[config.mk]
export PLATFORM = sky130hd
export DESIGN_NAME = accel_seq
export DESIGN_NICKNAME = d
export VERILOG_FILES = /design/src/rtl/accel_seq.sv
export SDC_FILE = /design/constraint.sdc
export NUM_CORES = 1
export LEC_CHECK = 0
export CORE_MARGIN = 10
export CORE_UTILIZATION = 46
export CTS_BUF_LIST = sky130_fd_sc_hd__clkbuf_4 sky130_fd_sc_hd__clkbuf_8
export CTS_CLUSTER_DIAMETER = 200
export DETAILED_ROUTE_END_ITERATION = 16
export PLACE_DENSITY_LB_ADDON = 0.08
export SLEW_MARGIN = 10
export SYNTH_ARGS = -nofsm -noshare
export SYNTH_HDL_FRONTEND = slang
export SYNTH_SLANG_ARGS = --single-unit
[constraint.sdc]
create_clock -name clk -period 3.9 [get_ports clk]
set_clock_uncertainty 0.1 [all_clocks]
set_input_delay 1.17 -clock clk [delete_from_list [all_inputs] [get_ports clk]]
set_output_delay 1.17 -clock clk [all_outputs]
set_load 0.01 [all_outputs]
[src/rtl/accel_seq.sv]
// Job sequencer: issues LEN item requests, counts completions, reports status and irq.
// Optional ACCEL_SEQ_PERF_EN adds a busy-cycle counter shown in status word0[31:16].
module accel_seq #(
  parameter int DATA_WIDTH   = 32,
  parameter int N_CTRL_WORDS = 2,
  parameter int N_STAT_WORDS = 2,
  parameter int CNT_WIDTH    = 16
) (
  input  logic                                     clk,
  input  logic                                     arst,
  input  logic [N_CTRL_WORDS-1:0][DATA_WIDTH-1:0]  ctrl_vec,
  output logic [N_STAT_WORDS-1:0][DATA_WIDTH-1:0]  stat_vec,
  output logic                                     stat_en,
  output logic                                     req_valid,
  input  logic                                     req_ready,
  output logic [CNT_WIDTH-1:0]                     req_idx,
  output logic                                     req_last,
  input  logic                                     rsp_valid,
  input  logic                                     rsp_err,
  output logic                                     irq
);

  typedef enum logic [1:0] {
    S_IDLE  = 2'd0,
    S_ISSUE = 2'd1,
    S_DRAIN = 2'd2,
    S_DONE  = 2'd3
  } state_t;

  function automatic logic [CNT_WIDTH-1:0] sat_inc(input logic [CNT_WIDTH-1:0] v,
                                                   input logic [CNT_WIDTH-1:0] lim);
    return (v >= lim) ? v : v + CNT_WIDTH'(1);
  endfunction

  state_t                                     r_state;
  logic                                       r_start_q;
  logic [CNT_WIDTH-1:0]                       r_len;
  logic [CNT_WIDTH-1:0]                       r_issued;
  logic [CNT_WIDTH-1:0]                       r_completed;
  logic                                       r_done;
  logic                                       r_err;
  logic                                       r_aborted;
  logic                                       r_req_valid;
  logic                                       r_req_last;
  logic                                       r_irq;
  logic [N_STAT_WORDS-1:0][DATA_WIDTH-1:0]    r_stat;
  logic                                       r_stat_en;
`ifdef ACCEL_SEQ_PERF_EN
  logic [CNT_WIDTH-1:0]                       r_cyc;
`endif

  logic                                       w_start_edge;
  logic                                       w_irq_en;
  logic                                       w_abort;
  logic [CNT_WIDTH-1:0]                       w_len;
  logic                                       w_hs;
  logic                                       w_busy;
  logic [CNT_WIDTH-1:0]                       w_cmp_nxt;
  logic [CNT_WIDTH-1:0]                       w_idx_nxt;
  logic [N_STAT_WORDS-1:0][DATA_WIDTH-1:0]    w_stat_nxt;
  logic                                       w_unused;

  assign w_start_edge = ctrl_vec[0][0] & ~r_start_q;
  assign w_irq_en     = ctrl_vec[0][1];
  assign w_abort      = ctrl_vec[0][2];
  assign w_len        = ctrl_vec[1][CNT_WIDTH-1:0];
  assign w_hs         = r_req_valid & req_ready;
  assign w_busy       = (r_state == S_ISSUE) || (r_state == S_DRAIN);
  assign w_cmp_nxt    = rsp_valid ? sat_inc(r_completed, r_len) : r_completed;
  assign w_idx_nxt    = r_issued + CNT_WIDTH'(1);
  assign w_unused     = ^ctrl_vec;

  // Status is built from the current registers and presented one cycle later.
  always_comb begin
    w_stat_nxt       = '0;
    w_stat_nxt[0][0] = w_busy;
    w_stat_nxt[0][1] = r_done;
    w_stat_nxt[0][2] = r_err;
    w_stat_nxt[0][3] = r_aborted;
    w_stat_nxt[0][5:4] = r_state;
`ifdef ACCEL_SEQ_PERF_EN
    w_stat_nxt[0][31:16] = 16'(r_cyc);
`endif
    w_stat_nxt[1] = DATA_WIDTH'(r_completed);
  end

  always_ff @(posedge clk or posedge arst) begin
    if (arst) begin
      r_state     <= S_IDLE;
      r_start_q   <= 1'b0;
      r_len       <= '0;
      r_issued    <= '0;
      r_completed <= '0;
      r_done      <= 1'b0;
      r_err       <= 1'b0;
      r_aborted   <= 1'b0;
      r_req_valid <= 1'b0;
      r_req_last  <= 1'b0;
      r_irq       <= 1'b0;
      r_stat      <= '0;
      r_stat_en   <= 1'b0;
`ifdef ACCEL_SEQ_PERF_EN
      r_cyc       <= '0;
`endif
    end else begin
      r_start_q <= ctrl_vec[0][0];
      r_irq     <= 1'b0;
      r_stat    <= w_stat_nxt;
      r_stat_en <= (w_stat_nxt != r_stat);
      case (r_state)
        S_IDLE: begin
          if (w_start_edge) begin
            r_len       <= w_len;
            r_issued    <= '0;
            r_completed <= '0;
            r_done      <= 1'b0;
            r_err       <= 1'b0;
            r_aborted   <= 1'b0;
`ifdef ACCEL_SEQ_PERF_EN
            r_cyc       <= '0;
`endif
            if (w_len == '0) begin
              r_state <= S_DONE;
              r_done  <= 1'b1;
              r_irq   <= w_irq_en;
            end else begin
              r_state     <= S_ISSUE;
              r_req_valid <= 1'b1;
              r_req_last  <= (w_len == CNT_WIDTH'(1));
            end
          end
        end
        S_ISSUE, S_DRAIN: begin
          // Abort wins over any handshake or completion seen in the same cycle.
          if (w_abort) begin
            r_state     <= S_IDLE;
            r_aborted   <= 1'b1;
            r_req_valid <= 1'b0;
            r_req_last  <= 1'b0;
          end else begin
            r_completed <= w_cmp_nxt;
            if (rsp_valid && rsp_err) r_err <= 1'b1;
            if (r_state == S_ISSUE) begin
              if (w_hs) begin
                r_issued   <= w_idx_nxt;
                r_req_last <= (w_idx_nxt == r_len - CNT_WIDTH'(1));
                if (r_req_last) begin
                  r_state     <= S_DRAIN;
                  r_req_valid <= 1'b0;
                  r_req_last  <= 1'b0;
                end
              end
            end else if (w_cmp_nxt == r_len) begin
              r_state <= S_DONE;
              r_done  <= 1'b1;
              r_irq   <= w_irq_en;
            end
          end
        end
        S_DONE:  r_state <= S_IDLE;
        default: r_state <= S_IDLE;
      endcase
`ifdef ACCEL_SEQ_PERF_EN
      if (w_busy) r_cyc <= sat_inc(r_cyc, '1);
`endif
    end
  end

  assign stat_vec  = r_stat;
  assign stat_en   = r_stat_en;
  assign req_valid = r_req_valid;
  assign req_idx   = r_issued;
  assign req_last  = r_req_last;
  assign irq       = r_irq;

endmodule

==> impl_metrics.toml, run 1 <==
[run_status]
status = "finished, final reports clean"

[routing]
first_iter_violations = 314
via_count = 4783
drc = 0
drtAntennaViolNets = 0
first_pass_iters = 5
wl_mm = 15.8
wire_per_inst_microns = 18.1
vias_per_cell = 5.51

[placement]
preCtsSetupSlack_ns = -0.381
hpwl_mm = 12.6
gp_congestion = 0.924
io_buffers = 65

[yosys]
synth_fa_ha_area_share_pct = 4.96
syn_inst = 624
synth-async-reset-ratio_pct = 100
yosysSeqAreaShare_pct = 36.1
synthMuxAreaShare_pct = 4.60
synth-main-ff-cell = "dfrtp_1"
ys_warn_count = 0
synthXorXnorAreaFrac_pct = 12.2
synth-seq-cells = 80
synth_area_sq_mm = 0.00555
yosys.area_share.simple_pct = 19.1
avgSynthCellArea_sq_um = 8.89
synth_top_family_by_area = "simple AND/OR/NAND/NOR gates"
yosysUniqueCellTypes = 58
synth_top_area_share_pct = 36.1
yosys-top-cells-count = "dfrtp_1 (80), xnor2_1 (61), nand2_1 (52), buf_4 (42), o21ai_0 (42)"
yosys.area.top_type = "dfrtp_1"
synth_edf_count = 0
synth.most_common_cell = "dfrtp_1"
synth-compound-area-share_pct = 13.4
synth.area.top_cells = "dfrtp_1 (36%), xnor2_1 (9.6%), buf_4 (5.7%)"

[die]
die-area_sq_mm = 0.0168
die_h_microns = 130
initial_core_util_pct = 46.6
fp.dieW_microns = 130
io_pins = 153
rows = 40
core_sq_mm = 0.0119

[setup_path]
crit_top_cell = "o2111ai_2"
cp_slowest_cell = "or4_1"
startpoint = "rsp_valid"
crit_fanout = 4
required_ns = 4.11
end_kind = "register"
critical_path_arrival_ns = 3.99
crit_chain = "clkdlybuf4s50_1 -> o2111ai_2 -> a21o_1 -> or3_1 -> or4_1 -> a221oi_2 -> o2111ai_2 -> buf_4 -> mux2_1 -> nand3_1"
max_stage_delay_ns = 0.53
worstSetupPathType = "input pin to register"
rr_worst_depth = 14
cp-start-kind = "input pin"
r2r-start = "r_len[13]"

[timing]
max_freq_ghz = 0.265
worstMarginPinSlew_ns = 0.671
slew_headroom_pct = 54.8
holdWs_ns = 0.350
min_period_over_period_pct = 96.9
tns_ns = 0
slew_viol_final = 0
finalHoldViolCount = 0
period_minus_slack_ns = 3.78
setup_slack_ns = 0.121
final-setup-viol-count = 0
rsz0062_at_grt = "no"

[layout]
fin_nets = 807
area_growth_pct = 20.5
seqCellArea_sq_mm = 0.00200
drive_above_1_share_pct = 12.5
antenna_cells = 0
multi_input_area_sq_mm = 0.00318
finish.utilization_pct = 56.1
fillers = 1126

[cts]
htreeDepth = 3
clk_latency_ns = 0.38
clock-root-buffer = "clkbuf_8"
clk_path_buf_depth = 2
cts_tree = "done"
numCtsBuffers = 9
clk_pin_slew_ns = 0.08
hold_buffers = 0
clkSinkCount = 80

[run]
cap_violations = 0

[grt]
grt_pass1_wl_mm = 24.8
grt_max_degree = 51
gr-total-overflow = 0
antenna_found_initial = 0
grt_pass1_vias = 4727
grtUsageTotal_pct = 18.7

[power]
p_per_area_mw_per_mm2 = 537
leakagePower_uw = 0.00288
ir_drop_mv = 0.257
power_uw = 3590

[hold_path]
hp-class = "register to register"
min_from = "r_done"
whs_path_depth = 0
## power by group
| group | switching, uW | internal (uW) |
|---|---|---|
| registers | 202 | 993 |
| logic | 955 | 790 |
| clock network | 316 | 328 |
## per-stage QoR
step / area, sq um / std cells
2_1_floorplan: 5700 / 665
3_3_place_gp: 6450 / 851
3_5_place_dp: 6450 / 851
4_1_cts: 6660 / 867
5_1_grt: 6680 / 868
6_report: 6680 / 868
## cell type report
class,instances,share of cell area (%)
Multi-Input combinational cell,486,47.6
Sequential cell,80,30.0
Timing Repair Buffer,109,14.9
Tap cell,147,2.75
Clock buffer,11,2.27
Inverter,30,1.70
Clock inverter,5,0.824
## cells in the final DEF (no fill, tap or decap), types with 14 or more instances in the layout
cell	n
nand4_1	17
ha_1	22
inv_1	29
nor4_1	16
buf_4	43
o21ai_0	42
nand2_1	52
xor2_1	16
nand3_1	18
conb_1	42
a21oi_1	19
nor3_1	14
nor2_1	36
xnor2_1	61
and3_1	14
clkdlybuf4s50_1	65
dfrtp_1	80
mux2_2	19
## state kept, by name (all words and copies together) (netlist names)
signal and cells:
r_len 16, req_valid 1, req_last 1, r_aborted 1, irq 1, r_state 2, stat_vec 22, r_err 1
r_done 1, req_idx 16, r_start_q 1, stat_en 1, r_completed 16
## cell families (layout without fill, tap and decap cells)
| kind of cell | count (synthesis) | in the layout |
|---|---|---|
| simple gates | 206 | 206 |
| compound gates | 116 | 116 |
| buf+inv | 99 | 155 |
| flops | 80 | 80 |
| xor+xnor | 77 | 77 |
| mux | 23 | 23 |
| fa+ha+maj | 22 | 22 |
| other cells | 1 | 42 |
## per-layer routing
metal  track usage, %  vias up  wire length (microns)
li1                 -     2318                      -
met1             24.0     2284                   6890
met2             30.1      156                   7500
met3             4.10       25                   1030
met4             7.21        0                    336
met5                0        -                      0
## worst max-delay path: cells and delay by family
family	cells	cell delay, ns
buffers and inverters	2	0.74
multiplexers	1	0.30
AND/OR/NAND/NOR	3	0.94
AO/OA/AOI/OAI	4	0.86
## worst paths after layout
check | slack (ns) | to
worst min register to register | 0.35 | stat_vec[1]
worst max-delay path | 0.12 | r_state[1]
max in group asynchronous | 1.97 | stat_vec[37]
worst min-delay path | 0.35 | stat_vec[1]
worst max register to register | 0.25 | r_state[1]
min in group asynchronous | 1.06 | req_idx[11]
## timing repair
action | 4_1_cts | 5_1_grt
setup endpoints to repair | 0 | 3
gates resized for setup | 0 | 2
hold endpoints to repair | 0 | 0
buffers inserted | 0 | 1
(Power assumes the default switching activity.)
==> inputs of run 2 (changes only) <==
DONT_BUFFER_PORTS = 1   (was not set)
==> run 2 against run 1 <==
Effect of this change: global-route usage shrank 0.093 points; register-to-register slack lost 0.05 ns; critical path depth grew 1; core utilization shrank 5.7 points; sequential power is essentially flat; flip-flop and latch count is the same; setup slack gained 0.074 ns; die area is the same; power shrank 2.7%; worst hold slack gained 0.0088 ns; cell count shrank 7.4%; largest cell class unchanged; largest power group unchanged.
==> impl_metrics.toml, run 2 (synthesis gave the netlist of run 1 again) <==
[run_status]
status = "finished, final reports clean"

[setup_path]
required_ns = 4.08
critical_path_arrival_ns = 3.89
rr_worst_depth = 11
reg2reg_to = "r_state[0]"
worstSetupPathType = "register to register"
r2r-start = "r_len[1]"
crit_fanout = 5
crit_chain = "inv_1 -> ha_1 -> nor2b_1 -> o211a_1 -> o311a_1 -> or3_1 -> or4_1 -> a221oi_2 -> o2111ai_2 -> or2_1 -> a221oi_2"
max_stage_delay_ns = 0.55
cp_slowest_cell = "or4_1"
critPathTopFamily = "simple AND/OR/NAND/NOR gates"
crit_top_cell = "a221oi_2"
cp-start-kind = "register"
r2r_setup_slack_ns = 0.20
path_buf_inv = 1
end_kind = "register"

[timing]
slew_headroom_pct = 38.0
min_period_over_period_pct = 95.0
final-setup-viol-count = 0
worstMarginPinSlew_ns = 0.927
rsz0062_at_grt = "no"
max_freq_ghz = 0.270
slew_viol_final = 0
finalHoldViolCount = 0
holdWs_ns = 0.359
period_minus_slack_ns = 3.70
tns_ns = 0

[cts]
clk_pin_slew_ns = 0.08
cts_tree = "done"
htreeDepth = 3
clock-root-buffer = "clkbuf_8"
clk_path_buf_depth = 2
hold_buffers = 0
numCtsBuffers = 9
clk_latency_ns = 0.37
clkSinkCount = 80

[layout]
area_growth_pct = 8.30
fillers = 1170
drive_above_1_share_pct = 14.0
largest_register_ffs = 22
antenna_cells = 0
seqCellArea_sq_mm = 0.00200
final_common_cell = "dfrtp_1"
fin_nets = 743
multi_input_area_sq_mm = 0.00318
final_cell_mix = "dfrtp_1 (79), xnor2_1 (61), nand2_1 (52), buf_4 (45)"

[power]
leakagePower_uw = 0.00264
switching_share_pct = 42.5
power_uw = 3490
p_int_uw = 2010
ir_drop_mv = 0.263
clkPwrFrac_pct = 17.1
seqPwrFrac_pct = 34.3
p_per_area_mw_per_mm2 = 580
p_switching_uw = 1480
pwr-share-comb_pct = 48.6

[routing]
vias_per_cell = 5.66
first_iter_violations = 244
drc = 0
first_pass_iters = 5
wl_mm = 15.6
via_count = 4554
wire_per_inst_microns = 19.4
drtAntennaViolNets = 0

[hold_path]
whs_path_depth = 0
hp-class = "register to register"
min_from = "r_done"
min_to = "stat_vec[1]"

[grt]
grt_pass1_vias = 4418
gr-total-overflow = 0
grt_pass1_wl_mm = 24.6
grtUsageTotal_pct = 18.6
grt_max_degree = 38
antenna_found_initial = 0

[die]
fp.dieW_microns = 130
core_sq_mm = 0.0119
io_pins = 153
die-area_sq_mm = 0.0168
die_h_microns = 130
initial_core_util_pct = 46.6
rows = 40

[placement]
hpwl_mm = 12.6
gp_congestion = 0.919
io_buffers = 0

[run]
cap_violations = 0
==> run 2: final cells by class <==
cell class                      count  area share (%)
Multi-Input combinational cell    486            52.9
Sequential cell                    80            33.3
Timing Repair Buffer               45            5.62
Tap cell                          147            3.06
Clock buffer                       14            2.90
Inverter                           30            1.90
Clock inverter                      2           0.229
==> run 2: repair_timing <==
item | 4_1_cts | 5_1_grt
setup endpoints to repair | 0 | 4
buffers inserted | 0 | 2
gates resized for setup | 0 | 3
==> run 2: worst max path at each step <==
stage | startpoint | to | slack [ns] | depth (start not counted)
finish | r_len[1] | r_state[0] | 0.20 | 11
detailed placement | rsp_valid | r_state[0] | 0.07 | 8
global placement | rsp_valid | r_state[0] | 0.07 | 8
global route | r_len[13] | r_state[0] | 0.003 | 11
CTS | r_len[13] | r_state[0] | 0.09 | 11
floorplan | r_len[1] | r_state[0] | 0.47 | 11
==> run 2: metrics by stage <==
step | utilization, % | area (sq um) | worst slack (ns) | instances
3_5_place_dp | 48.6 | 5790 | 0.0667 | 786
3_3_place_gp | 48.6 | 5790 | 0.0689 | 786
5_1_grt | 50.4 | 6010 | 0.00315 | 804
2_1_floorplan | - | 5700 | 0.467 | 665
6_report | 50.4 | 6010 | 0.195 | 804
4_1_cts | 50.2 | 5980 | 0.0902 | 802
==> run 2: metal layers <==
layer	track usage [%]	part of all wire, %	wire length, microns
met1	23.8	43	6650
met4	6.81	2.2	351
met3	5.15	7.7	1200
met2	29.4	47	7400
met5	0	0	0
==> run 2: power groups by stage <==
stage               logic (uW)  registers, uW  clock network [uW]
finish                    1700           1190                 597
global route              1890           1220                 642
CTS                       1690           1200                 609
detailed placement        1680           1210                   0
global placement          1630           1210                   0
floorplan                 1210           1180                   0
